`src/rtl/instruction_fetch.sv`:
```
// Instruction fetch stage: PC, single-outstanding memory read and instruction register load strobe.
// Optional fetch watchdog enabled by defining FETCH_TIMEOUT_EN.
module instruction_fetch #(
    parameter int                    ADDR_WIDTH     = 32,
    parameter int                    DATA_WIDTH     = 32,
    parameter logic [ADDR_WIDTH-1:0] RESET_PC       = '0,
    parameter logic [ADDR_WIDTH-1:0] PC_STEP        = ADDR_WIDTH'(4),
    parameter int                    TIMEOUT_CYCLES = 255
) (
    input  logic                  clk,
    input  logic                  reset_n,
    input  logic                  stall,
    input  logic                  redirect,
    input  logic [ADDR_WIDTH-1:0] redirect_pc,
    output logic                  mem_req,
    output logic [ADDR_WIDTH-1:0] mem_addr,
    input  logic                  mem_ready,
    input  logic [DATA_WIDTH-1:0] mem_rdata,
    output logic                  ir_load,
    output logic [DATA_WIDTH-1:0] ir_data,
    output logic [ADDR_WIDTH-1:0] ir_pc,
    output logic                  fetch_error
);

    typedef enum logic [1:0] {
        S_IDLE,
        S_FETCH,
        S_HOLD,
        S_DISCARD
    } state_t;

    state_t                  state;
    logic [ADDR_WIDTH-1:0]   pc;
    logic [ADDR_WIDTH-1:0]   addr;
    logic [ADDR_WIDTH-1:0]   buf_pc;
    logic [DATA_WIDTH-1:0]   buf_data;
    logic                    timeout;

    function automatic logic [ADDR_WIDTH-1:0] step_pc(input logic [ADDR_WIDTH-1:0] a);
        return a + PC_STEP;
    endfunction

    assign mem_req  = (state == S_FETCH) || (state == S_DISCARD);
    assign mem_addr = addr;

`ifdef FETCH_TIMEOUT_EN
    localparam int              WD_W    = $clog2(TIMEOUT_CYCLES + 1);
    localparam logic [WD_W-1:0] WD_LAST = WD_W'(TIMEOUT_CYCLES - 1);

    logic [WD_W-1:0] wd_cnt;

    // Counts consecutive waiting cycles; any response, redirect or idle cycle restarts it.
    always_ff @(posedge clk or negedge reset_n) begin
        if (!reset_n) begin
            wd_cnt      <= '0;
            fetch_error <= 1'b0;
        end else if (!mem_req || mem_ready || redirect) begin
            wd_cnt <= '0;
        end else if (wd_cnt == WD_LAST) begin
            wd_cnt      <= '0;
            fetch_error <= 1'b1;
        end else begin
            wd_cnt <= wd_cnt + 1'b1;
        end
    end

    assign timeout = mem_req && !mem_ready && !redirect && (wd_cnt == WD_LAST);
`else
    assign fetch_error = 1'b0;
    assign timeout     = 1'b0;

    if (TIMEOUT_CYCLES < 1) begin : g_timeout_unused
    end
`endif

    always_ff @(posedge clk or negedge reset_n) begin
        if (!reset_n) begin
            state   <= S_IDLE;
            pc      <= RESET_PC;
            addr    <= RESET_PC;
            ir_load <= 1'b0;
            ir_data <= '0;
            ir_pc   <= '0;
        end else begin
            ir_load <= 1'b0;
            if (timeout) begin
                state <= S_IDLE;
            end else begin
                case (state)
                    S_IDLE: begin
                        pc   <= redirect ? redirect_pc : pc;
                        addr <= redirect ? redirect_pc : pc;
                        // A latched watchdog error parks the fetcher here until reset.
                        if (!fetch_error) state <= S_FETCH;
                    end
                    S_FETCH: begin
                        if (redirect) begin
                            pc <= redirect_pc;
                            if (mem_ready) addr  <= redirect_pc;
                            else           state <= S_DISCARD;
                        end else if (mem_ready) begin
                            pc <= step_pc(addr);
                            if (stall) begin
                                state <= S_HOLD;
                            end else begin
                                addr    <= step_pc(addr);
                                ir_load <= 1'b1;
                                ir_data <= mem_rdata;
                                ir_pc   <= addr;
                            end
                        end
                    end
                    S_HOLD: begin
                        if (redirect) begin
                            pc    <= redirect_pc;
                            addr  <= redirect_pc;
                            state <= S_FETCH;
                        end else if (!stall) begin
                            ir_load <= 1'b1;
                            ir_data <= buf_data;
                            ir_pc   <= buf_pc;
                            addr    <= pc;
                            state   <= S_FETCH;
                        end
                    end
                    S_DISCARD: begin
                        if (redirect) pc <= redirect_pc;
                        if (mem_ready) begin
                            addr  <= redirect ? redirect_pc : pc;
                            state <= S_FETCH;
                        end
                    end
                    default: state <= S_IDLE;
                endcase
            end
        end
    end

    // Word parked while the instruction register is stalled.
    always_ff @(posedge clk) begin
        if (state == S_FETCH && mem_ready && stall && !redirect) begin
            buf_data <= mem_rdata;
            buf_pc   <= addr;
        end
    end

endmodule
```
`config.mk`:
```
export PLATFORM = sky130hd
export DESIGN_NAME = instruction_fetch
export DESIGN_NICKNAME = d
export VERILOG_FILES = /design/src/rtl/instruction_fetch.sv
export SDC_FILE = /design/constraint.sdc
export NUM_CORES = 1
export LEC_CHECK = 0
export CAP_MARGIN = 10
export CORE_MARGIN = 4
export CORE_UTILIZATION = 30
export CTS_CLUSTER_SIZE = 10
export DETAILED_ROUTE_END_ITERATION = 10
export GPL_TIMING_DRIVEN = 1
export PLACE_DENSITY_LB_ADDON = 0.1
export SYNTH_ARGS = -nofsm -noshare
export SYNTH_HDL_FRONTEND = slang
export SYNTH_SLANG_ARGS = --single-unit
export TNS_END_PERCENT = 5
```
`constraint.sdc`:
```
create_clock -name clk -period 5.83 [get_ports clk]
set_input_delay 1.166 -clock clk [delete_from_list [all_inputs] [get_ports clk]]
set_output_delay 1.166 -clock clk [all_outputs]
set_load 0.01 [all_outputs]
```
[After elaboration in Yosys (flattened, before gate mapping)]
Index checks and enable logic that the tools add are counted.
Cells by class
  add/subtract/negate cells: 1
  multiply operators: 0
  divide/modulo/power cells: 0
  order comparisons: 0
  equal/unequal tests: 14
  shifts and indexed selects: 0
  mux-type cells: 37
  bitwise operators: 0
  reductions and logical operators: 11
Operators with widths (number)
  $mux 32: 20
  $pmux 32 s2: 3
  $pmux 32 s4: 1
  $add 32x3->32 const B: 1
  $ne 3x3->1 const B: 5
  $mux 2: 7
  $ne 2x2->1 const B: 6
  $pmux 2 s4: 1
  $reduce_and 6->1: 1
  $reduce_and 5->1: 1
  $eq 2x2->1 const B: 2
  $mux 1: 4
  $reduce_and 4->1: 1
  $logic_and 1x1->1: 3
  $reduce_or 3->1: 1
  $eq 2x1->1 const B: 1
  $logic_not 2->1: 1
  $pmux 1 s2: 1
  $reduce_bool 2->1: 1
  $logic_not 1->1: 1
  $logic_or 1x1->1: 1
Storage, ports and cells
  register bits: 195
  latch bits: 0
  bits in writable memories: 0
  bits in read-only memories: 0
  bits of input ports: 69
  output and inout port bits: 99
  word-level logic and storage cells: 71
  memories kept: 0

[Longest topological paths before layout]
  depth after elaboration: 5
  mapped depth: 9
  gate-level depth less buffers: 7

[Least setup slack after synthesis]
OpenSTA, ideal clock, no wires.
  path type: input to register
  start: input port redirect
  end: register buf_data[0] (enable)
  setup time: 486 ps
  data arrival time: 4569 ps
  required time: 5344 ps
  slack: 775 ps
  cell stages on the path: 5
  buffers on the path: 2
  path through: clkbuf_1 clkinv_1 nand2_1 clkbuf_1 nor2_1
Between the ends
  cells in the longest elaborated chain, start to end: 2
RTL lines
  from (decl): line 13  | input logic redirect,
  $logic_not 1->1: line 141  | if (state == S_FETCH && mem_ready && stall && !redirect) begin
  $logic_and 1x1->1: line 141
  to (signal assigned): line 142  | buf_data <= mem_rdata;
  to (decl): line 36  | logic [DATA_WIDTH-1:0] buf_data;
No other way between the ends.
A chain may end at the register's enable or synchronous reset.

[Worst setup path after layout]
  start: input port mem_ready
  end: register ir_data[8]
Between the ends
  cells in the longest elaborated chain, start to end: 2
RTL lines
  from (decl): line 17  | input logic mem_ready,
  $ne 2x2->1 (no source line)
  $reduce_and 6->1 (no source line)
  to (signal assigned): line 108  | ir_data <= mem_rdata;
  to (signal assigned): line 120  | ir_data <= buf_data;
  to (decl): line 20  | output logic [DATA_WIDTH-1:0] ir_data,
No other way between the ends.

==> flow_summary_export.csv <==
group,metric,value,unit
hold_path,min-delay-start,"pc[9]",
timing,fin_crit,3360,ps
clock_tree,postCtsResizedCells,0,
power,p_comb_share,39.7,%
power,swShare,38.0,%
clock_tree,cts_tree,"yes",
worst_setup_path,r2r-start,"mem_addr[10]",
synthesis,ys_types,57,
worst_setup_path,cpPeakStageDelay,980,ps
status,outcome,"completed",
cells_and_area,layout.nets,1043,
timing,max_slew.worst_pin.slew,977,ps
clock_tree,postCtsHoldBufs,0,
worst_setup_path,rrSetupSlack,2780,ps
clock_tree,clock-root-buffer,"clkbuf_16",
synthesis,synth-edff-count,64,
hold_path,hold_depth,2,
worst_setup_path,cp_max_fo,128,
power,clock_power_share,19.6,%
worst_setup_path,timing.rr.end,"pc[22]",
die,initial_core_util,30.8,%
place,placedCellCount,1335,
worst_setup_path,endpoint_kind,"register",
clock_tree,cts_inserted_buffers,17,
clock_tree,cts.sinks,195,
worst_setup_path,criticalPathCategory,"input port to register",
clock_tree,htreeDepth,4,
synthesis,yosys_warnings,0,
die,num_rows,62,
cells_and_area,synthToLayoutAreaGrowth,28.9,%
place,hpwl,16.4,mm
power,p_sw,2.24,mW
cells_and_area,final_cells,1366,
cells_and_area,drive_gt1_share,5.70,%
worst_setup_path,reg2reg_depth,5,
synthesis,synth_top_cells_by_count,"131 x dfrtp_1, 114 x nor2_1, 109 x a21oi_1",
synthesis,yosysTopAreaCellShare,36.6,%
run,cap_violations,0,
place,port_buffers,166,
die,dieArea,32700,um2
routing,routedWlPerCell,18.5,um
routing,drc,0,
timing,fmax,298,MHz
timing,whs,485,ps
timing,fin_skew,14.8,ps
synthesis,synth_area_leader_cell,"dfrtp_1",
power,ir_drop,0.212,mV
synthesis,syn_area,8950,um2
die,num_io_pins,168,
worst_setup_path,cp_data_arrival_time,3710,ps
clock_tree,insertion_delay,430,ps
synthesis,synthTopCellsByArea,"dfrtp_1 37%, edfxtp_1 21%, mux2i_1 8.2%, a21oi_1 6.1%, nor2_1 4.8%",
power,p_seq_share,40.7,%
synthesis,synth_async_sr_flop_share,67.2,%
global_route,gr-usage-all-layers,15.3,%
cells_and_area,n_antenna_cell,0,
synthesis,ys_ff_latch,195,
global_route,grt_pass1_vias,6687,
global_route,grt_first_pass_wirelength,39.8,mm
routing,first_pass_iters,4,
global_route,grt_antenna_before_repair,0,
synthesis,syn_avg_cell_area,10.7,um2
synthesis,synth.most_common_cell,"dfrtp_1",
routing,routed_wl,25.2,mm
worst_setup_path,crit_path_start_kind,"input port",
clock_tree,cts_buffer_depth,2,
routing,drt_iter0_drc,492,
global_route,grt-ovfl-total,0,
global_route,grt_max_degree,129,
worst_setup_path,crit_chain,"clkdlybuf4s50_1, nand2_1, a211oi_4, buf_12, nor2_1, a21oi_1",
timing,period_share,57.6,%
routing,ant_nets,0,
routing,routed_via_density,5.00,
power,p_per_area,510,nW/um2
clock_tree,cts_setup_buffers,0,
synthesis,ys_dominant_reg_cell,"dfrtp_1",
place,gp_congestion,0.730,
timing,finalHoldViolCount,0,
synthesis,syn_inst,838,
power,intPower,3.65,mW
clock_tree,path_clk_slew,70,ps
worst_setup_path,cp_slowest_cell,"clkdlybuf4s50_1",
worst_setup_path,crit_required,6180,ps
routing,num_vias,6824,
hold_path,min_path_type,"register to register",
timing,final_max_slew_viol_count,0,
synthesis,yosysSeqAreaShare,58.1,%
power,p_leak,4.16,nW
synthesis,synthesis.nets,911,
timing,setup_tns,0,ps
die,die_y,181,um
timing,setup_viol,0,
die,die_x,181,um
timing,max_slew_margin,34.9,%
hold_path,holdPathEnd,"pc[9]",
die,core_area,29100,um2
timing,rsz0062_at_grt,"false",
==> layer usage <==
metal | wire length (um) | global-route usage (%) | vias to the layer above
met2 | 11400 | 23.2 | 162
met5 | 0 | 0 | -
met4 | 263 | 4.02 | 0
li1 | - | - | 3317
met1 | 12500 | 22.4 | 3330
met3 | 1090 | 2.88 | 15
==> registers in the layout (all words and copies together), names as in the netlist <==
register	count
ir_data	32
ir_load	1
pc	32
mem_addr	32
state	2
buf_pc	32
buf_data	32
ir_pc	32
==> power by group through the flow <==
stage	sequential, mW	clock (mW)	combinational [mW]
floorplan	2.40	0	1.20
global placement	2.43	0	2.36
detailed placement	2.44	0	2.37
CTS	2.41	1.20	2.38
global route	2.49	1.24	2.58
finish	2.40	1.15	2.34
==> metrics by stage <==
stage               worst slack [ps]  utilization (%)  instance area (um2)  total power [mW]
floorplan                        775                -                 8950              3.60
global placement                2000             37.7                11000              4.78
detailed placement              1950             37.7                11000              4.80
CTS                             2410             39.7                11500              5.98
global route                    2240             39.7                11500              6.31
finish                          2470             39.7                11500              5.89
==> cells in the final DEF (no fill, tap or decap), drive strengths merged, types with 12 or more instances in the layout <==
cell type	instances
mux2i	73
edfxtp	64
clkbuf	17
dfrtp	131
nor2	114
nand3	14
nor3	13
o21ai	41
clkdlybuf4s50	164
a21oi	109
inv	23
xnor2	15
buf	12
nand2	46
==> worst max path at each step <==
stage / from / end / depth (start not counted)
2_1_floorplan: redirect / buf_data[0] / 5
3_3_place_gp: mem_ready / buf_pc[5] / 4
3_5_place_dp: mem_ready / buf_pc[5] / 4
4_1_cts: mem_ready / buf_pc[13] / 4
5_1_grt: mem_ready / ir_data[21] / 6
6_report: mem_ready / ir_data[8] / 6
==> cell families (layout without fill, tap and decap cells) <==
| logic type | Yosys count | after routing | share of synthesized area (%) |
|---|---|---|---|
| buf+inv | 80 | 224 | 3.56 |
| simple gates | 232 | 232 | 12.0 |
| mux | 73 | 73 | 8.16 |
| fa+ha+maj | 4 | 4 | 0.559 |
| flops | 195 | 195 | 58.1 |
| other cells | 1 | 1 | 0.0419 |
| xor+xnor | 19 | 19 | 1.86 |
| compound gates | 234 | 234 | 15.7 |
==> critical path, delay by kind of cell <==
family / cells / cell delay, ps
AND/OR/NAND/NOR: 2 / 550
buffers and inverters: 2 / 1430
AO/OA/AOI/OAI: 2 / 490
==> cell type report <==
class / count / area, um2
Fill cell: 2881 / 17500
Sequential cell: 195 / 5200
Multi-Input combinational cell: 563 / 3480
Timing Repair Buffer: 176 / 1760
Tap cell: 384 / 480
Clock buffer: 17 / 425
Clock inverter: 14 / 141
Inverter: 17 / 63.8
Note: power is estimated with default switching activity, not from simulation.
